`src/rtl/naneye_line_encoder.sv`:
```
// naneye_line_encoder
//   Serialises one image line as a Manchester-coded bit stream. A line is a
//   preamble of SYNC_BITS ones, followed by C_COLUMNS frames. Each frame is a
//   start bit (1), D_WIDTH pixel bits sent MSB first, and a stop bit (0).
//   Every bit lasts 2*HALF_BIT_CYCLES clocks: a 1 is sent high-then-low and a
//   0 is sent low-then-high.
//
// Ports
//   CLOCK       in   sole clock, rising edge
//   RESET       in   asynchronous, active-low
//   LINE_START  in   one-cycle request to send a line (ignored unless idle)
//   PIX_DATA    in   pixel word, D_WIDTH bits
//   PIX_VALID   in   PIX_DATA valid
//   PIX_READY   out  word-fetch strobe; a word transfers on PIX_READY & PIX_VALID
//   TX_DATA     out  registered Manchester line
//   TX_ACTIVE   out  high while a line is on the wire
//   LINE_DONE   out  one-cycle pulse after the last stop bit
//   UNDERRUN    out  sticky: a word was missing in the current or last line
module naneye_line_encoder #(
    parameter int D_WIDTH         = 10,
    parameter int C_COLUMNS       = 320,
    parameter int HALF_BIT_CYCLES = 4,
    parameter int SYNC_BITS       = 24
) (
    input  logic               CLOCK,
    input  logic               RESET,
    input  logic               LINE_START,
    input  logic [D_WIDTH-1:0] PIX_DATA,
    input  logic               PIX_VALID,
    output logic               PIX_READY,
    output logic               TX_DATA,
    output logic               TX_ACTIVE,
    output logic               LINE_DONE,
    output logic               UNDERRUN
);

    localparam int HW         = $clog2(HALF_BIT_CYCLES) + 1;
    localparam int CW         = $clog2(C_COLUMNS) + 1;
    localparam int FRAME_BITS = D_WIDTH + 2;
    localparam int BMAX       = (SYNC_BITS > FRAME_BITS) ? SYNC_BITS : FRAME_BITS;
    localparam int BW         = $clog2(BMAX) + 1;

    localparam logic [HW-1:0] HALF_LAST = HW'(HALF_BIT_CYCLES - 1);
    localparam logic [BW-1:0] SYNC_LAST = BW'(SYNC_BITS - 1);
    localparam logic [BW-1:0] DATA_LAST = BW'(D_WIDTH);
    localparam logic [BW-1:0] STOP_IDX  = BW'(D_WIDTH + 1);
    localparam logic [CW-1:0] COL_LAST  = CW'(C_COLUMNS - 1);

    typedef enum logic [1:0] {
        IDLE,
        SYNC,
        WORD,
        DONE
    } state_t;

    // All position registers describe the cycle currently shown on TX_DATA.
    state_t              state_q, state_d;
    logic [HW-1:0]       half_q, half_d;    // cycle within the half-bit
    logic                phase_q, phase_d;  // 0: first half, 1: second half
    logic [BW-1:0]       bit_q, bit_d;      // sync bit index, or frame bit index
    logic [CW-1:0]       col_q, col_d;
    logic [D_WIDTH-1:0]  shift_q, shift_d;
    logic                tx_q, tx_d;
    logic                und_q, und_d;

    logic half_end;
    logic bit_end;
    logic fetch;

    assign half_end = (half_q == HALF_LAST);
    assign bit_end  = half_end && phase_q;

    // Fetch on the last cycle of the preamble and of every stop bit that is
    // followed by another word.
    always_comb begin
        fetch = 1'b0;
        if (bit_end) begin
            if (state_q == SYNC && bit_q == SYNC_LAST) begin
                fetch = 1'b1;
            end else if (state_q == WORD && bit_q == STOP_IDX && col_q != COL_LAST) begin
                fetch = 1'b1;
            end
        end
    end

    always_comb begin
        state_d = state_q;
        half_d  = half_q;
        phase_d = phase_q;
        bit_d   = bit_q;
        col_d   = col_q;
        shift_d = shift_q;
        tx_d    = tx_q;
        und_d   = und_q;

        // A missing word is sent as zero data bits inside a normal frame.
        if (fetch) begin
            shift_d = PIX_VALID ? PIX_DATA : '0;
            if (!PIX_VALID) begin
                und_d = 1'b1;
            end
        end

        case (state_q)
            IDLE: begin
                tx_d = 1'b0;
                if (LINE_START) begin
                    state_d = SYNC;
                    half_d  = '0;
                    phase_d = 1'b0;
                    bit_d   = '0;
                    col_d   = '0;
                    und_d   = 1'b0;
                    tx_d    = 1'b1;  // first half of the first preamble 1
                end
            end

            SYNC, WORD: begin
                if (!half_end) begin
                    half_d = half_q + 1'b1;
                end else if (!phase_q) begin
                    // Mid-bit transition: the second half is the inverse.
                    half_d  = '0;
                    phase_d = 1'b1;
                    tx_d    = ~tx_q;
                end else begin
                    half_d  = '0;
                    phase_d = 1'b0;
                    if (state_q == SYNC) begin
                        if (bit_q == SYNC_LAST) begin
                            state_d = WORD;
                            bit_d   = '0;
                        end else begin
                            bit_d = bit_q + 1'b1;
                        end
                        tx_d = 1'b1;  // another preamble 1, or the start bit
                    end else if (bit_q == STOP_IDX) begin
                        if (col_q == COL_LAST) begin
                            state_d = DONE;
                            tx_d    = 1'b0;
                        end else begin
                            col_d = col_q + 1'b1;
                            bit_d = '0;
                            tx_d  = 1'b1;
                        end
                    end else begin
                        bit_d = bit_q + 1'b1;
                        if (bit_q == DATA_LAST) begin
                            tx_d = 1'b0;  // stop bit
                        end else if (bit_q == '0) begin
                            tx_d = shift_q[D_WIDTH-1];
                        end else begin
                            shift_d = shift_q << 1;
                            tx_d    = shift_d[D_WIDTH-1];
                        end
                    end
                end
            end

            DONE: begin
                state_d = IDLE;
                tx_d    = 1'b0;
            end

            default: begin
                state_d = IDLE;
                tx_d    = 1'b0;
            end
        endcase
    end

    always_ff @(posedge CLOCK or negedge RESET) begin
        if (!RESET) begin
            state_q <= IDLE;
            half_q  <= '0;
            phase_q <= 1'b0;
            bit_q   <= '0;
            col_q   <= '0;
            shift_q <= '0;
            tx_q    <= 1'b0;
            und_q   <= 1'b0;
        end else begin
            state_q <= state_d;
            half_q  <= half_d;
            phase_q <= phase_d;
            bit_q   <= bit_d;
            col_q   <= col_d;
            shift_q <= shift_d;
            tx_q    <= tx_d;
            und_q   <= und_d;
        end
    end

    assign PIX_READY = fetch;
    assign TX_DATA   = tx_q;
    assign TX_ACTIVE = (state_q == SYNC) || (state_q == WORD);
    assign LINE_DONE = (state_q == DONE);
    assign UNDERRUN  = und_q;

endmodule

```
`config.mk`:
```
export PLATFORM = sky130hd
export DESIGN_NAME = naneye_line_encoder
export DESIGN_NICKNAME = d
export VERILOG_FILES = /design/src/rtl/naneye_line_encoder.sv
export SDC_FILE = /design/constraint.sdc
export NUM_CORES = 1
export LEC_CHECK = 0
export ABC_AREA = 1
export CAP_MARGIN = 20
export CORE_MARGIN = 2
export CORE_UTILIZATION = 48
export CTS_BUF_LIST = sky130_fd_sc_hd__clkbuf_4 sky130_fd_sc_hd__clkbuf_8
export CTS_CLUSTER_SIZE = 20
export DETAILED_ROUTE_END_ITERATION = 10
export PLACE_DENSITY_LB_ADDON = 0.1
export SLEW_MARGIN = 10
export SYNTH_ARGS = -nofsm -noshare
export SYNTH_HDL_FRONTEND = slang
export SYNTH_SLANG_ARGS = --single-unit
```
`constraint.sdc`:
```
create_clock -name CLOCK -period 1.7 [get_ports CLOCK]
set_input_delay 0.34 -clock CLOCK [delete_from_list [all_inputs] [get_ports CLOCK]]
set_output_delay 0.34 -clock CLOCK [all_outputs]
set_load 0.01 [all_outputs]
```
==> results.json <==
{
  "wl_per_cell_um": 14.5,
  "via_per_inst": 4.95,
  "finish.utilization_pct": 79.2,
  "num_io_pins": 19,
  "cp.arrival_ns": 1.54,
  "period_minus_slack_ns": 1.88,
  "antennaDiodeCount": 0,
  "nets": 438,
  "htreeDepth": 2,
  "cp_data_required_time_ns": 1.36,
  "slowest_delay_ns": 0.41,
  "clk_pin_slew_ns": 0.07,
  "worstSetupPathType": "reg2out",
  "p_switching_uw": 2740,
  "grt_max_degree": 35,
  "dp.final_hpwl_um": 3940,
  "cts_tree": "done",
  "dr.pass1.iters": 4,
  "violations": "setup timing",
  "slew_viol_final": 0,
  "initial_core_util_pct": 49.8,
  "clock_path_buffers": 2,
  "core_area_sq_um": 4720,
  "portBuffers": 18,
  "p_int_uw": 3520,
  "dieHeight_um": 74.0,
  "grt_pass1_wl_um": 9720,
  "grt_pass1_vias": 2117,
  "synthesis.nets": 337,
  "clkPwrFrac_pct": 9.2,
  "wl_um": 6990,
  "ys_warn_count": 0,
  "ir_drop_mv": 0.924,
  "die_w_um": 74.0,
  "drv_cap": 0,
  "synth_area_leaders": "dfrtp_1, nand2_1, inv_1",
  "drive_above_1_share_pct": 49.8,
  "synth-seq-area-share_pct": 36.2,
  "overflow": 0,
  "path_cells": "inv_2, ha_1, inv_2, nor3_4, nand2_2, nand2_4, nand2_4, inv_2, buf_6",
  "final_cell_mix": "buf_4, nand2_1, dfrtp_1, inv_1, nand2_2",
  "rr_endpoint": "col_q[4]",
  "hold_viol": 0,
  "rows": 25,
  "final_antenna_net_count": 0,
  "worst-path-max-fanout": 3,
  "synthSimpleGateAreaFrac_pct": 37.6,
  "outcome": "finished, violations left",
  "syn_area_sq_um": 2350,
  "synth_cell_types": 30,
  "p_leak_uw": 0.00195,
  "powerDensity_nw_per_um2": 1680,
  "synth_top_family_by_area": "simple AND/OR/NAND/NOR gates",
  "synthMuxAreaShare_pct": 0,
  "route.detailed.drc": 0,
  "synth_xor_area_share_pct": 3.73,
  "max_freq_mhz": 531,
  "placedInstanceArea_sq_um": 3040,
  "synth_adder_area_share_pct": 5.32,
  "clk_latency_ns": 0.29,
  "tightest_slew_ns": 0.383,
  "startpoint_type": "register",
  "antenna_found_initial": 0,
  "finClkSkew_ns": 0.00798,
  "timing.critical_path.mode_cell": "inv_2",
  "cts-buffers-inserted": 5,
  "grt_use_total_pct": 23.0,
  "cp_num_buf_inv": 4,
  "yosysTopAreaCellShare_pct": 36.2,
  "final_common_cell": "buf_4",
  "power.share.sequential_pct": 20.1,
  "critPathCaptureType": "primary output",
  "synth-compound-area-share_pct": 7.08,
  "area_growth_pct": 59.1,
  "slew_headroom_pct": 74.4,
  "critical-path-top-delay-family": "flip-flops",
  "sw_frac_of_total_pct": 43.8,
  "p_comb_share_pct": 70.8,
  "setup_violations": 30,
  "fin_crit_sh_pct": 111,
  "setup_ws_ns": -0.185,
  "die_area_sq_um": 5470,
  "vias": 2380,
  "post_synth.cell_area_avg_sq_um": 7.51,
  "r2r_slack_ns": -0.18,
  "synth_largest_area_cell": "dfrtp_1",
  "place_ws_ns": -0.324,
  "clkSinkCount": 34,
  "r2r_cells": 12,
  "ys_ff_latch": 34,
  "final_area_sq_um": 3740,
  "rsz0062_at_grt": "true",
  "synth_cells": 313,
  "crit_slowest_cell": "dfrtp_1",
  "r2r-start": "state_q[0]",
  "place.gp.congestion": 0.809,
  "timing.hold.ws_ns": 0.416,
  "drt_iter0_markers": 83,
  "min_path_type": "in2async",
  "cts_root_buffer": "clkbuf_8"
}
## cells in the mapped netlist (all sizes together)
cell	count
dfrtp	34
buf	5
nor3	3
nand2	93
clkbuf	2
o21ai	18
a211oi	2
o21a	2
nor2	29
a21oi	7
xnor2	1
inv	47
xor2	9
nand3	37
nand3b	2
nand4	3
or2	9
ha	10
## what timing repair did
action,in CTS,in global routing
setup buffers,11,11
pin swaps,25,21
setup endpoints to repair,34,34
cloned,1,2
hold buffers,0,0
gates resized for setup,56,88
## metal layers
| layer | part of all wire, % | track usage [%] | vias up |
|---|---|---|---|
| met3 | 2.8 | 3.66 | 12 |
| met2 | 54 | 39.5 | 42 |
| met5 | 0 | 0 | - |
| met1 | 42 | 30.4 | 1150 |
| li1 | - | - | 1176 |
| met4 | 1.6 | 6.06 | 0 |
## flip-flops by register name (all words and copies together), names as in the netlist
signal	cells
TX_DATA	1
phase_q	1
bit_q	6
shift_q	10
UNDERRUN	1
half_q	3
col_q	10
state_q	2
## area by class of cell
cell class	count	area, sq um
flip-flops and latches	34	851
fillers	311	983
clock buffers	5	68.8
multi-input cells	225	1590
repair buffers	101	941
well taps	67	83.8
inverters	47	191
clock inverters	2	10.0
## kinds of logic (layout without fill, tap and decap cells)
logic type	Yosys count	in the layout
flops	34	34
simple gates	176	176
compound gates	29	29
xor+xnor	10	10
fa+ha+maj	10	10
buf+inv	54	155
## worst max path at each step
stage	endpoint	startpoint	slack [ns]	depth (start not counted)
5_1_grt	PIX_READY	state_q[0]	-0.26	9
4_1_cts	PIX_READY	bit_q[1]	-0.17	8
6_report	PIX_READY	state_q[0]	-0.18	9
3_3_place_gp	PIX_READY	state_q[1]	-0.25	7
3_5_place_dp	PIX_READY	state_q[1]	-0.32	7
2_1_floorplan	shift_q[2]	state_q[1]	0.01	9
## per-stage QoR
stage	power (uW)	instances	setup TNS (ns)
after floorplan	2680	313	0
after global placement	3690	450	-3.99
after detailed placement	3750	450	-5.31
after CTS	4890	469	-0.498
after global routing	6650	481	-4.57
final	6270	481	-2.89
## power groups by stage
stage	sequential [uW]	clock, uW	combinational [uW]
floorplan	1240	0	1440
global placement	1220	0	2470
detailed placement	1230	0	2520
CTS	1230	591	3070
global route	1270	622	4750
finish	1260	574	4440
(Power assumes the default switching activity.)
